## src/rtl/rv32m_divider_pkg.sv

```systemverilog
// Shared definitions for the RV32M divider: operation encodings, FSM states
// and small operation-decode helpers.
package rv32m_divider_pkg;

  typedef enum logic [1:0] {
    OP_DIV  = 2'b00,
    OP_DIVU = 2'b01,
    OP_REM  = 2'b10,
    OP_REMU = 2'b11
  } op_sel_e;

  typedef enum logic [2:0] {
    ST_IDLE = 3'd0,
    ST_PREP = 3'd1,
    ST_CALC = 3'd2,
    ST_FIX  = 3'd3,
    ST_DONE = 3'd4
  } state_e;

  // Even encodings (DIV, REM) are the signed variants.
  function automatic logic op_is_signed(input logic [1:0] op);
    return ~op[0];
  endfunction

  // Bit 1 selects the remainder as the architectural result.
  function automatic logic op_is_rem(input logic [1:0] op);
    return op[1];
  endfunction

endpackage

```

## src/rtl/rv32m_divider_div_step.sv

```systemverilog
// One combinational restoring-division step: shift {rem,quo} left, trial
// subtract the divisor at XLEN+1 bits, keep the difference if it did not borrow.
module rv32m_divider_div_step #(
  parameter int XLEN = 32
) (
  input  logic [XLEN-1:0] rem,
  input  logic [XLEN-1:0] quo,
  input  logic [XLEN-1:0] divisor,
  output logic [XLEN-1:0] rem_next,
  output logic [XLEN-1:0] quo_next
);

  logic [XLEN:0] shifted;
  logic [XLEN:0] trial;

  // Borrow out of the extra top bit means the trial went negative.
  always_comb begin
    shifted  = {rem, quo[XLEN-1]};
    trial    = shifted - {1'b0, divisor};
    quo_next = {quo[XLEN-2:0], ~trial[XLEN]};
    if (trial[XLEN] == 1'b0) begin
      rem_next = trial[XLEN-1:0];
    end else begin
      rem_next = shifted[XLEN-1:0];
    end
  end

endmodule

```

## src/rtl/rv32m_divider.sv

```systemverilog
// Iterative radix-2 restoring divider for RV32M DIV/DIVU/REM/REMU with a
// start/busy/done handshake, special-case bypass and synchronous kill.
module rv32m_divider
  import rv32m_divider_pkg::*;
#(
  parameter int XLEN            = 32,
  parameter int STEPS_PER_CYCLE = 1
) (
  input  logic            clk_i,
  input  logic            rst_n_i,
  input  logic            start_i,
  input  logic [1:0]      op_sel_i,
  input  logic [XLEN-1:0] op_A_i,
  input  logic [XLEN-1:0] op_B_i,
  input  logic            kill_i,
  output logic            busy_o,
  output logic            done_o,
  output logic [XLEN-1:0] result_o
);

  localparam int CW = $clog2(XLEN + 1);
  localparam logic [XLEN-1:0] ALL_ONES = {XLEN{1'b1}};
  localparam logic [XLEN-1:0] MOST_NEG = {1'b1, {(XLEN-1){1'b0}}};
  localparam logic [XLEN-1:0] ZERO     = {XLEN{1'b0}};
  localparam logic [XLEN-1:0] ONE      = {{(XLEN-1){1'b0}}, 1'b1};
  localparam logic [CW-1:0]   STEP_INC = CW'(STEPS_PER_CYCLE);
  localparam logic [CW-1:0]   LAST_CNT = CW'(XLEN);

  function automatic logic [XLEN-1:0] negate(input logic [XLEN-1:0] v);
    return ~v + ONE;
  endfunction

  function automatic logic [XLEN-1:0] cond_negate(input logic [XLEN-1:0] v, input logic neg);
    return neg ? negate(v) : v;
  endfunction

  state_e          state;
  logic [1:0]      op_sel;
  logic            is_signed;
  logic [XLEN-1:0] op_a;
  logic [XLEN-1:0] op_b;
  logic [XLEN-1:0] rem;
  logic [XLEN-1:0] quo;
  logic            q_neg;
  logic            r_neg;
  logic [CW-1:0]   counter;

  logic [XLEN-1:0] abs_a;
  logic [XLEN-1:0] abs_b;
  logic            div_zero;
  logic            overflow;
  logic [CW-1:0]   counter_next;
  logic [XLEN-1:0] rem_step;
  logic [XLEN-1:0] quo_step;

  // Operand conditioning and special-case detection for the PREP cycle.
  always_comb begin
    abs_a        = cond_negate(op_a, is_signed & op_a[XLEN-1]);
    abs_b        = cond_negate(op_b, is_signed & op_b[XLEN-1]);
    div_zero     = (op_b == ZERO);
    overflow     = is_signed & (op_a == MOST_NEG) & (op_b == ALL_ONES);
    counter_next = counter + STEP_INC;
  end

  // Chain of restoring steps resolved in a single CALC cycle; during CALC
  // op_b already holds the divisor magnitude.
  for (genvar g = 0; g < STEPS_PER_CYCLE; g++) begin : gen_step
    logic [XLEN-1:0] rem_in;
    logic [XLEN-1:0] quo_in;
    logic [XLEN-1:0] rem_out;
    logic [XLEN-1:0] quo_out;

    if (g == 0) begin : gen_first
      assign rem_in = rem;
      assign quo_in = quo;
    end else begin : gen_next
      assign rem_in = gen_step[g-1].rem_out;
      assign quo_in = gen_step[g-1].quo_out;
    end

    rv32m_divider_div_step #(.XLEN(XLEN)) u_div_step (
      .rem      (rem_in),
      .quo      (quo_in),
      .divisor  (op_b),
      .rem_next (rem_out),
      .quo_next (quo_out)
    );
  end

  assign rem_step = gen_step[STEPS_PER_CYCLE-1].rem_out;
  assign quo_step = gen_step[STEPS_PER_CYCLE-1].quo_out;

  // Control FSM and datapath registers, including the registered outputs.
  always_ff @(posedge clk_i or negedge rst_n_i) begin
    if (!rst_n_i) begin
      state     <= ST_IDLE;
      op_sel    <= 2'b00;
      is_signed <= 1'b0;
      op_a      <= ZERO;
      op_b      <= ZERO;
      rem       <= ZERO;
      quo       <= ZERO;
      q_neg     <= 1'b0;
      r_neg     <= 1'b0;
      counter   <= {CW{1'b0}};
      busy_o    <= 1'b0;
      done_o    <= 1'b0;
      result_o  <= ZERO;
    end else if (kill_i) begin
      state  <= ST_IDLE;
      busy_o <= 1'b0;
      done_o <= 1'b0;
    end else begin
      case (state)
        ST_IDLE, ST_DONE: begin
          done_o <= 1'b0;
          if (start_i) begin
            op_sel    <= op_sel_i;
            is_signed <= op_is_signed(op_sel_i);
            op_a      <= op_A_i;
            op_b      <= op_B_i;
            busy_o    <= 1'b1;
            state     <= ST_PREP;
          end else begin
            busy_o <= 1'b0;
            state  <= ST_IDLE;
          end
        end

        ST_PREP: begin
          counter <= {CW{1'b0}};
          // Special cases park their final values in quo/rem with no sign
          // fix-up pending, so FIX treats them like any other result.
          if (div_zero) begin
            quo   <= ALL_ONES;
            rem   <= op_a;
            q_neg <= 1'b0;
            r_neg <= 1'b0;
            state <= ST_FIX;
          end else if (overflow) begin
            quo   <= MOST_NEG;
            rem   <= ZERO;
            q_neg <= 1'b0;
            r_neg <= 1'b0;
            state <= ST_FIX;
          end else begin
            quo   <= abs_a;
            rem   <= ZERO;
            op_b  <= abs_b;
            q_neg <= is_signed & (op_a[XLEN-1] ^ op_b[XLEN-1]);
            r_neg <= is_signed & op_a[XLEN-1];
            state <= ST_CALC;
          end
        end

        ST_CALC: begin
          rem     <= rem_step;
          quo     <= quo_step;
          counter <= counter_next;
          if (counter_next == LAST_CNT) begin
            state <= ST_FIX;
          end else begin
            state <= ST_CALC;
          end
        end

        ST_FIX: begin
          if (op_is_rem(op_sel)) begin
            result_o <= cond_negate(rem, r_neg);
          end else begin
            result_o <= cond_negate(quo, q_neg);
          end
          busy_o <= 1'b0;
          done_o <= 1'b1;
          state  <= ST_DONE;
        end

        default: begin
          busy_o <= 1'b0;
          done_o <= 1'b0;
          state  <= ST_IDLE;
        end
      endcase
    end
  end

endmodule

```

## config.mk

```make
export PLATFORM = sky130hd
export DESIGN_NAME = rv32m_divider
export DESIGN_NICKNAME = d
export VERILOG_FILES = /design/src/rtl/rv32m_divider_pkg.sv /design/src/rtl/rv32m_divider_div_step.sv /design/src/rtl/rv32m_divider.sv
export SDC_FILE = /design/constraint.sdc
export NUM_CORES = 1
export LEC_CHECK = 0
export ABC_AREA = 1
export CAP_MARGIN = 5
export CORE_MARGIN = 2
export CORE_UTILIZATION = 45
export DETAILED_ROUTE_END_ITERATION = 10
export HOLD_SLACK_MARGIN = 0.15
export PLACE_DENSITY = 0.76
export SLEW_MARGIN = 20
export SYNTH_ARGS = -nofsm -noshare
export SYNTH_HDL_FRONTEND = slang
export SYNTH_SLANG_ARGS = --single-unit
```

## constraint.sdc

```tcl
create_clock -name clk_i -period 2.1 [get_ports clk_i]
set_input_delay 0.42 -clock clk_i [delete_from_list [all_inputs] [get_ports clk_i]]
set_output_delay 0.42 -clock clk_i [all_outputs]
set_load 0.02 [all_outputs]
```

==> out/metrics.yaml <==
critical_path:
  r2r_setup_slack_ns: -0.25
  crit_family: "simple AND/OR/NAND/NOR gates"
  endpoint_kind: "flop"
  start_kind: "flop"
  path_max_fanout: 6
  crit_buf_inv: 2
  worstPathCellList: "ha_4, fa_2, inv_2, nand3_2, nand2_2, nand2_2, nand2_2, nand2_2, nand2_4, nand2_8, nand2_4, nand2_4, nand2_8, buf_6, nand2_2, nand2_2, nand2_2, a21oi_2"
  slowest_delay_ns: 0.42
  crit_type: "flop to flop"
  required_ns: 2.49
  cp.arrival_ns: 2.74
  critPathSlowestCell: "dfrtp_1"
  path_common_cell: "nand2_2"
synthesis:
  synth-adder-area-share: 0.0339
  synth_flop_cell: "dfrtp_1"
  synth_mux_area_frac: 0.0135
  synth_top_family_by_area: "simple AND/OR/NAND/NOR gates"
  yosys.area.top_type: "dfrtp_1"
  synth_seq_cells: 175
  ys_warn_count: 0
  synth_xor_area_frac: 0.0316
  ys_types: 56
  ys_top_cells_by_count: "717 x nand2_1, 331 x inv_1, 262 x nor2_1"
  synth.most_common_cell: "nand2_1"
  syn_nets: 2498
  synth-compound-area-share: 0.137
  synth-simple-area-share: 0.379
  postSynthCellCount: 2388
  synthTopCellsByArea: "dfrtp_1 29%, nand2_1 18%, inv_1 8.3%"
  netlist.area_leader.share: 0.292
  synth_area_sq_mm: 0.0150
  ys_seq_area_frac: 0.292
  synth_edf_count: 0
  syn_avg_cell_area_sq_um: 6.27
  synthArstFlopShare: 1.00
timing:
  finalHoldViolations: 0
  slew_headroom: 0.628
  rsz0062_at_grt: "yes"
  fin_setup_tns_ns: -11.72
  worst_pin_slew_ns: 0.558
  setup_viol_count_final: 87
  max_freq_ghz: 0.425
  skew_ns: 0.0149
  timing.final.crit_share: 1.12
  period_needed_ns: 2.35
  setup_ws_ns: -0.253
  final_max_slew_viol_count: 0
route:
  wl_per_cell_um: 18.8
  wl_mm: 62.7
  drt-initial-drc-count: 1860
  via_count: 18300
  avgViaCountPerCell: 5.48
  ant_nets: 0
  firstDrtPassIters: 8
  drc_errors: 0
power:
  p_leak_nw: 10.9
  power_density_mw_per_mm2: 1280
  ir_drop_mv: 0.814
flow_run:
  maxCapViolCount: 0
cts:
  clk_latency_ns: 0.46
  h-tree-depth: 4
  cts_root_buffer: "clkbuf_16"
  cts.path.max_buffers: 2
  cts_tree: "done"
  clk_pin_slew_ns: 0.08
  numCtsBuffers: 17
  cts.sinks: 175
global_route:
  antenna_found_initial: 1
  grt_pass1_wl_mm: 96.2
  grt_usage: 0.356
  grt_max_degree: 53
  first_global_vias: 17500
  grt-ovfl-total: 0
floorplan:
  start_util: 0.459
  die_x_um: 186
  core-area_sq_mm: 0.0326
  die_y_um: 186
  row_count: 66
  dieArea_sq_mm: 0.0348
  io-pin-count: 104
cells_and_area:
  nNetsFinal: 2991
  utilization: 0.661
  drive_gt1_frac: 0.262
  areaGrowthSynthToFinish_pct: 44.0
  antenna_cells: 0
place:
  portBuffers: 103
  gp_congestion: 0.992
  hpwl_mm: 49.0
status:
  violations: "setup timing"
  outcome: "finished with violations"
worst_hold_path:
  hold_class: "flop to flop"
## report_power, final
part	leakage [nW]	internal [mW]	switching, mW
Clock	0.292	1.89	1.49
Combinational	8.62	8.03	10.6
Sequential	2.02	4.46	1.12
## sequential cells by signal (all words and copies together), names as in the netlist, 3 cells and up
name	cells
counter	6
gen_step.quo_in	32
gen_step.rem_in	32
op_a	32
op_b	32
result_o	32
state	3
## cells by family (layout without fill, tap and decap cells)
| group | Yosys count | after routing |
|---|---|---|
| XOR/XNOR | 54 | 54 |
| buffers and inverters | 420 | 922 |
| flip-flops | 175 | 175 |
| multiplexers | 19 | 19 |
| adder cells (fa/ha/maj) | 40 | 40 |
| AO/OA/AOI/OAI | 347 | 347 |
| AND/OR/NAND/NOR | 1333 | 1335 |
## worst paths after layout
path	start	endpoint	cells after the start
max	op_b[0]	gen_step[0].rem_in[25]	18
min	busy_o	busy_o	2
max reg2reg	op_b[0]	gen_step[0].rem_in[25]	18
min reg2reg	busy_o	busy_o	2
max in group asynchronous	rst_n_i	gen_step[0].quo_in[30]	3
min in group asynchronous	rst_n_i	op_b[13]	2
## final cells by class
cell class	count	area, sq um
Fill cell	2930	11100
Multi-Input combinational cell	1795	9890
Timing Repair Buffer	546	4820
Sequential cell	175	4390
Inverter	346	1320
Tap cell	442	553
Clock buffer	21	480
Clock inverter	9	124
## through the flow
stage               setup WS [ns]  power (mW)  instance area [sq um]  hold slack [ns]  cells
floorplan                 -0.0592        14.1                  15100            0.124   2388
global placement           -0.245        21.3                  19400            0.406   3256
detailed placement         -0.322        21.6                  19400            0.395   3256
CTS                        -0.185        26.6                  21200            0.475   3322
global route               -0.347        29.3                  21600            0.499   3334
finish                     -0.253        27.6                  21600            0.472   3334
## repair_timing
item,4_1_cts,5_1_grt
buffers inserted,26,12
pin swaps,44,25
endpoints found under the setup margin,99,113
endpoints found under the hold margin,40,0
cloned,9,2
gates resized for setup,170,101
hold buffers,1,0
## placed cells by master, fill, tap and decap left out, types with 24 or more instances in the layout
cell and count:
nand2_1 668, buf_4 404, inv_1 305, nor2_1 233, nand3_1 189, dfrtp_1 166
clkdlybuf4s50_1 102, a21oi_1 91, o21ai_0 90, xor2_1 48, nand2_2 38, inv_2 37
nand4_1 37, o21ai_1 33, nor3_1 31, a21oi_2 30, nand3_2 26, nor2_2 25
a31oi_1 25, a21boi_1 24
## worst min-delay path, delay by kind of cell (launching register included)
family | cells | cell delay, ns
and+or+nand+nor | 2 | 0.10
DFF | 1 | 0.34
## per-layer routing
metal,track usage,vias up,share of wire
li1,-,8641,-
met1,0.482,8574,0.43
met2,0.568,907,0.44
met3,0.0606,143,0.086
met4,0.137,0,0.041
met5,0,-,0
Power figures use the tool's default switching activity.
==> RTL change 1: new RTL, same settings <==
Encoding of `state_e`: now one-hot (5 bits for 5 states).
--- a/src/rtl/rv32m_divider_pkg.sv
+++ b/src/rtl/rv32m_divider_pkg.sv
@@ -9,12 +9,12 @@
     OP_REMU = 2'b11
   } op_sel_e;
 
-  typedef enum logic [2:0] {
-    ST_IDLE = 3'd0,
-    ST_PREP = 3'd1,
-    ST_CALC = 3'd2,
-    ST_FIX  = 3'd3,
-    ST_DONE = 3'd4
+  typedef enum logic [4:0] {
+    ST_IDLE = 5'b00001,
+    ST_PREP = 5'b00010,
+    ST_CALC = 5'b00100,
+    ST_FIX  = 5'b01000,
+    ST_DONE = 5'b10000
   } state_e;
 
   // Even encodings (DIV, REM) are the signed variants.
Formal check against the unedited RTL: no difference found for any inputs over 4 cycles, from zero or initial values and one cycle with rst_n_i low; so few cycles prove little.
==> RTL change 1 against the unedited design <==
- routed wire length up 0.81%
- via count down 0.65%
- sequential cell count up 2
- power up 38%
- clock power up 3%
- the flow still finishes with violations (negative setup slack)
- sequential share of layout area up 0.59 points
- area after synthesis down 1.5%
- combinational power up 52%
- die area down 1.5%
- worst setup slack worse by 0.040 ns
- cell area down 1.7%
==> RTL change 1: results (changes against the unedited design) <==
[outcome]
status=finished, violations left
violations=negative setup slack

[setup_path]
cp_data_arrival_time_ns=2.74  ; about the same
slowest_stage=dfrtp_2
regToRegEndpoint=gen_step[0].rem_in[1]
crit_path_max_incr_delay_ns=0.46  ; +0.04 ns
cp_top_family=simple AND/OR/NAND/NOR gates

[grt]
grt_pass1_wl_mm=94.7  ; -1.6%
grt_max_degree=60  ; +13%
met3_usage=0.0549  ; -0.00570
grt_antenna_before_repair=0  ; -1
track_usage=0.367  ; +0.0110
grtUsageMet1=0.479  ; -0.00281
grtUsageMet2=0.592  ; +0.0239
grt_pass1_vias=16900  ; -3.3%

[finish]
drive_above_1_share=0.257  ; -0.00497
final_area_um2=21200  ; -1.7%
fin_nets=2939  ; -1.7%
diodes=0  ; unchanged
fin_cells=3285  ; -1.5%
n_fill_cell=2969  ; +1.3%

[timing]
finalSetupViolCount=77  ; -11%
tightest_slew_ns=0.614  ; +0.0558 ns
setup_tns_ns=-13.19  ; -1.47 ns
fin_skew_ns=0.0192  ; +0.00428 ns
setup_slack_ns=-0.292  ; -0.0399 ns
fin_hold_ws_ns=0.474  ; +0.00163 ns

[power_and_ir_drop]
power_leakage_nw=10.5  ; -3.5%
power_frac_seq=0.161  ; -0.041
irDropWorstVdd_v=0.000906  ; +11%
clkPwrFrac=0.092  ; -0.031
p_total_mw=38.0  ; +38%
p_sw_mw=19.8  ; +49%

[routing]
drt_iter0_markers=1816  ; -2.4%
wl_met2_mm=28.8  ; +4.0%
wl_met1_mm=25.9  ; -4.3%
dr.pass1.iters=6  ; -2
wl_met3_mm=5.03  ; -7.0%
wl_mm=63.2  ; +0.81%
vias=18100  ; -0.65%

[yosys]
synth_compound_area_frac=0.128  ; -0.00840
synth.distinct_cells=50  ; -11%
yosysSeqAreaShare=0.300  ; +0.00802
avgSynthCellArea_um2=6.18  ; -1.4%
synth_common_cells=nand2_1 (738), inv_1 (303), nor2_1 (269)
ys_top_cells_by_area=dfrtp_1 (30%), nand2_1 (19%), inv_1 (7.7%), nand3_1 (7.6%), nor2_1 (6.8%)
muxShareOfSynthArea=0.000679  ; -0.0129
synthXorXnorAreaFrac=0.0362  ; +0.00465
synth_adder_area_share=0.0336  ; -0.000322
synthesis.nets=2494  ; -0.16%

[hold_path]
min_to=done_o
min_from=done_o

[placement]
place_hpwl_mm=48.7  ; -0.52%
placed_cells=3213  ; -1.3%
place_area_um2=18900  ; -2.6%
gp_congestion=0.979  ; -1.4%
pre_cts_slack_ns=-0.338  ; -0.0160 ns

[clocking]
cts_setup_buffers=23  ; -12%
cts.repair.resized=147  ; -14%

RTL change 1: cell count changes after synthesis, moves of 12 or more:
cell	change
nor3_1	-17
inv_1	-28
buf_2	+16
o21ai_1	+28
a21oi_1	+56
a21oi_2	-24
clkbuf_1	-12
nand2_1	+21
a21boi_1	-26
RTL change 1: area by class of cell:
type | instances | share of cell area
sequential | 177 | 0.209
tap | 442 | 0.0261
clock buffer | 19 | 0.0214
multi-input combinational | 1810 | 0.469
clock inverter | 13 | 0.00696
timing repair buffer | 507 | 0.210
inverter | 317 | 0.0568
RTL change 1: worst register-to-register path, stage by stage, from the launching register on:
cell     delay (ns)
dfrtp_2        0.46
ha_4           0.18
fa_2           0.37
inv_2          0.07
nand3_2        0.06
nand2_2        0.09
nand2_2        0.07
nand2_2        0.08
nand2_2        0.06
nand2_4        0.08
nand2_4        0.07
nand2_4        0.08
nand2_4        0.07
nand2_8        0.12
buf_12         0.12
buf_12         0.13
nand2_4        0.05
nand3_2        0.06
a21oi_2        0.06
==> RTL change 2: new RTL, same settings <==
Made on the original files. `XLEN` is set to 32 in 2 places; all go to 16.
--- a/src/rtl/rv32m_divider_div_step.sv
+++ b/src/rtl/rv32m_divider_div_step.sv
@@ -1,7 +1,7 @@
 // One combinational restoring-division step: shift {rem,quo} left, trial
 // subtract the divisor at XLEN+1 bits, keep the difference if it did not borrow.
 module rv32m_divider_div_step #(
-  parameter int XLEN = 32
+  parameter int XLEN = 16
 ) (
   input  logic [XLEN-1:0] rem,
   input  logic [XLEN-1:0] quo,
--- a/src/rtl/rv32m_divider.sv
+++ b/src/rtl/rv32m_divider.sv
@@ -3,7 +3,7 @@
 module rv32m_divider
   import rv32m_divider_pkg::*;
 #(
-  parameter int XLEN            = 32,
+  parameter int XLEN            = 16,
   parameter int STEPS_PER_CYCLE = 1
 ) (
   input  logic            clk_i,
Ports: changed (resized op_A_i, op_B_i and result_o); port bits go from 104 to 56. The function was not compared with the original's and may differ.
==> RTL change 2 against the unedited design <==
- the flow still finishes with violations (negative setup slack)
- largest cell class unchanged
- cell area decreased by 56%
- critical path depth shrank 4
- critical endpoint is now gen_step[0].rem_in[7]
- largest power group unchanged
- die area fell by 52%
- power fell by 56%
- worst setup slack better by 0.20 ns
- synthesized cell count down 55%
- area after synthesis down 53%
- combinational power fell by 60%
- critical path type unchanged
- routed wire length fell by 63%
- sequential cell count decreased by 81
- final cell count down 56%
==> RTL change 2: results (changes against the unedited design) <==
[placement]
portBuffers=55  ; -47%
place_area_um2=8770  ; -55%
placed_cells=1429  ; -56%
pre_cts_slack_ns=-0.172  ; +0.151 ns
place_hpwl_mm=17.3  ; -65%
gp_congestion=0.983  ; -0.93%

[hold_path]
min_from=done_o
min_to=done_o

[finish]
n_fill_cell=1384  ; -53%
fin_nets=1309  ; -56%
area_delta_synth_final_pct=34.5
drive_above_1_share=0.200  ; -0.0620

[setup_path]
crit_path_max_incr_delay_ns=0.40  ; -0.02 ns
r2r_cells=14  ; -4
cp_data_arrival_time_ns=2.39  ; -0.35 ns
cp-startpoint=op_b[13]
regToRegEndpoint=gen_step[0].rem_in[7]

[clocking]
clockRootBuffer=clkbuf_16
cts_setup_buffers=2  ; -92%
clock_latency_ns=0.36  ; -0.10 ns
cts_made_buffers=9  ; -8
cts.repair.resized=12  ; -93%
cts-htree-levels=3  ; -1
ctsHoldBuffers=1  ; unchanged

[yosys]
synth.distinct_cells=48  ; -14%
synth_compound_area_frac=0.142  ; +0.00495
synthesis.nets=1141  ; -54%
synthXorXnorAreaFrac=0.0259  ; -0.00567
syn_inst=1079  ; -55%
yosysSeqAreaShare=0.331  ; +0.0390
ys_top_cells_by_area=dfrtp_1 (33%), nand2_1 (18%), nand3_1 (7.8%), inv_1 (7.0%), a21oi_1 (5.0%)
synth_adder_area_share=0.0434  ; +0.00944
muxShareOfSynthArea=0.00317  ; -0.0104
ys_ff_latch=94  ; -46%
synth_common_cells=nand2_1 (334), inv_1 (133), nand3_1 (110)

[grt]
met3_usage=0.0429  ; -0.0176
track_usage=0.278  ; -0.0775
grt_antenna_before_repair=0  ; -1
grt_max_degree=39  ; -26%
grtUsageMet2=0.455  ; -0.113
grt_pass1_vias=7539  ; -57%
grt_pass1_wl_mm=36.4  ; -62%

[timing]
fin_hold_ws_ns=0.478  ; +0.00589 ns
setup_slack_ns=-0.0515  ; +0.201 ns
finalSetupViolCount=19  ; -78%
fin_skew_ns=0.00992  ; -0.00496 ns
slew_headroom=0.733  ; +0.105
setup_tns_ns=-0.354  ; +11.37 ns

[routing]
dr.pass1.iters=5  ; -3
wl_mm=23.3  ; -63%
wire_per_inst_um=15.9  ; -15%
drt_iter0_markers=730  ; -61%
wl_met2_mm=10.9  ; -61%
vias=8010  ; -56%
wl_met1_mm=9.71  ; -64%
wl_met3_mm=1.82  ; -66%

[power_and_ir_drop]
irDropWorstVdd_v=0.000534  ; -34%
power_leakage_nw=4.81  ; -56%

[outcome]
violations=negative setup slack
status=finished, violations left

==> RTL change 2: cell count changes in the layout (fill, tap and decap cells not counted), moves of 32 or more <==
cell,delta
inv_1,-180
dfrtp_1,-73
clkdlybuf4s50_1,-48
nand3_1,-89
nand2_1,-363
buf_4,-285
o21ai_0,-33
nor2_1,-151
o21ai_1,-32
==> RTL change 2: where the power goes <==
group	switching [mW]	internal, mW
clock network	0.776	0.848
registers	0.534	2.36
logic	4.31	3.23
==> RTL change 2: area by class of cell <==
cell class / count / share of cell area
Inverter: 144 / 0.0569
Tap cell: 211 / 0.0277
Sequential cell: 94 / 0.246
Clock buffer: 11 / 0.0254
Clock inverter: 5 / 0.00432
Multi-Input combinational cell: 809 / 0.457
Timing Repair Buffer: 189 / 0.182
==> RTL change 2: cells by family after synthesis <==
kind of cell | count (synthesis)
AND/OR/NAND/NOR | 584
buffers and inverters | 178
AO/OA/AOI/OAI | 176
flip-flops | 94
adder cells (fa/ha/maj) | 24
XOR/XNOR | 21
multiplexers | 2
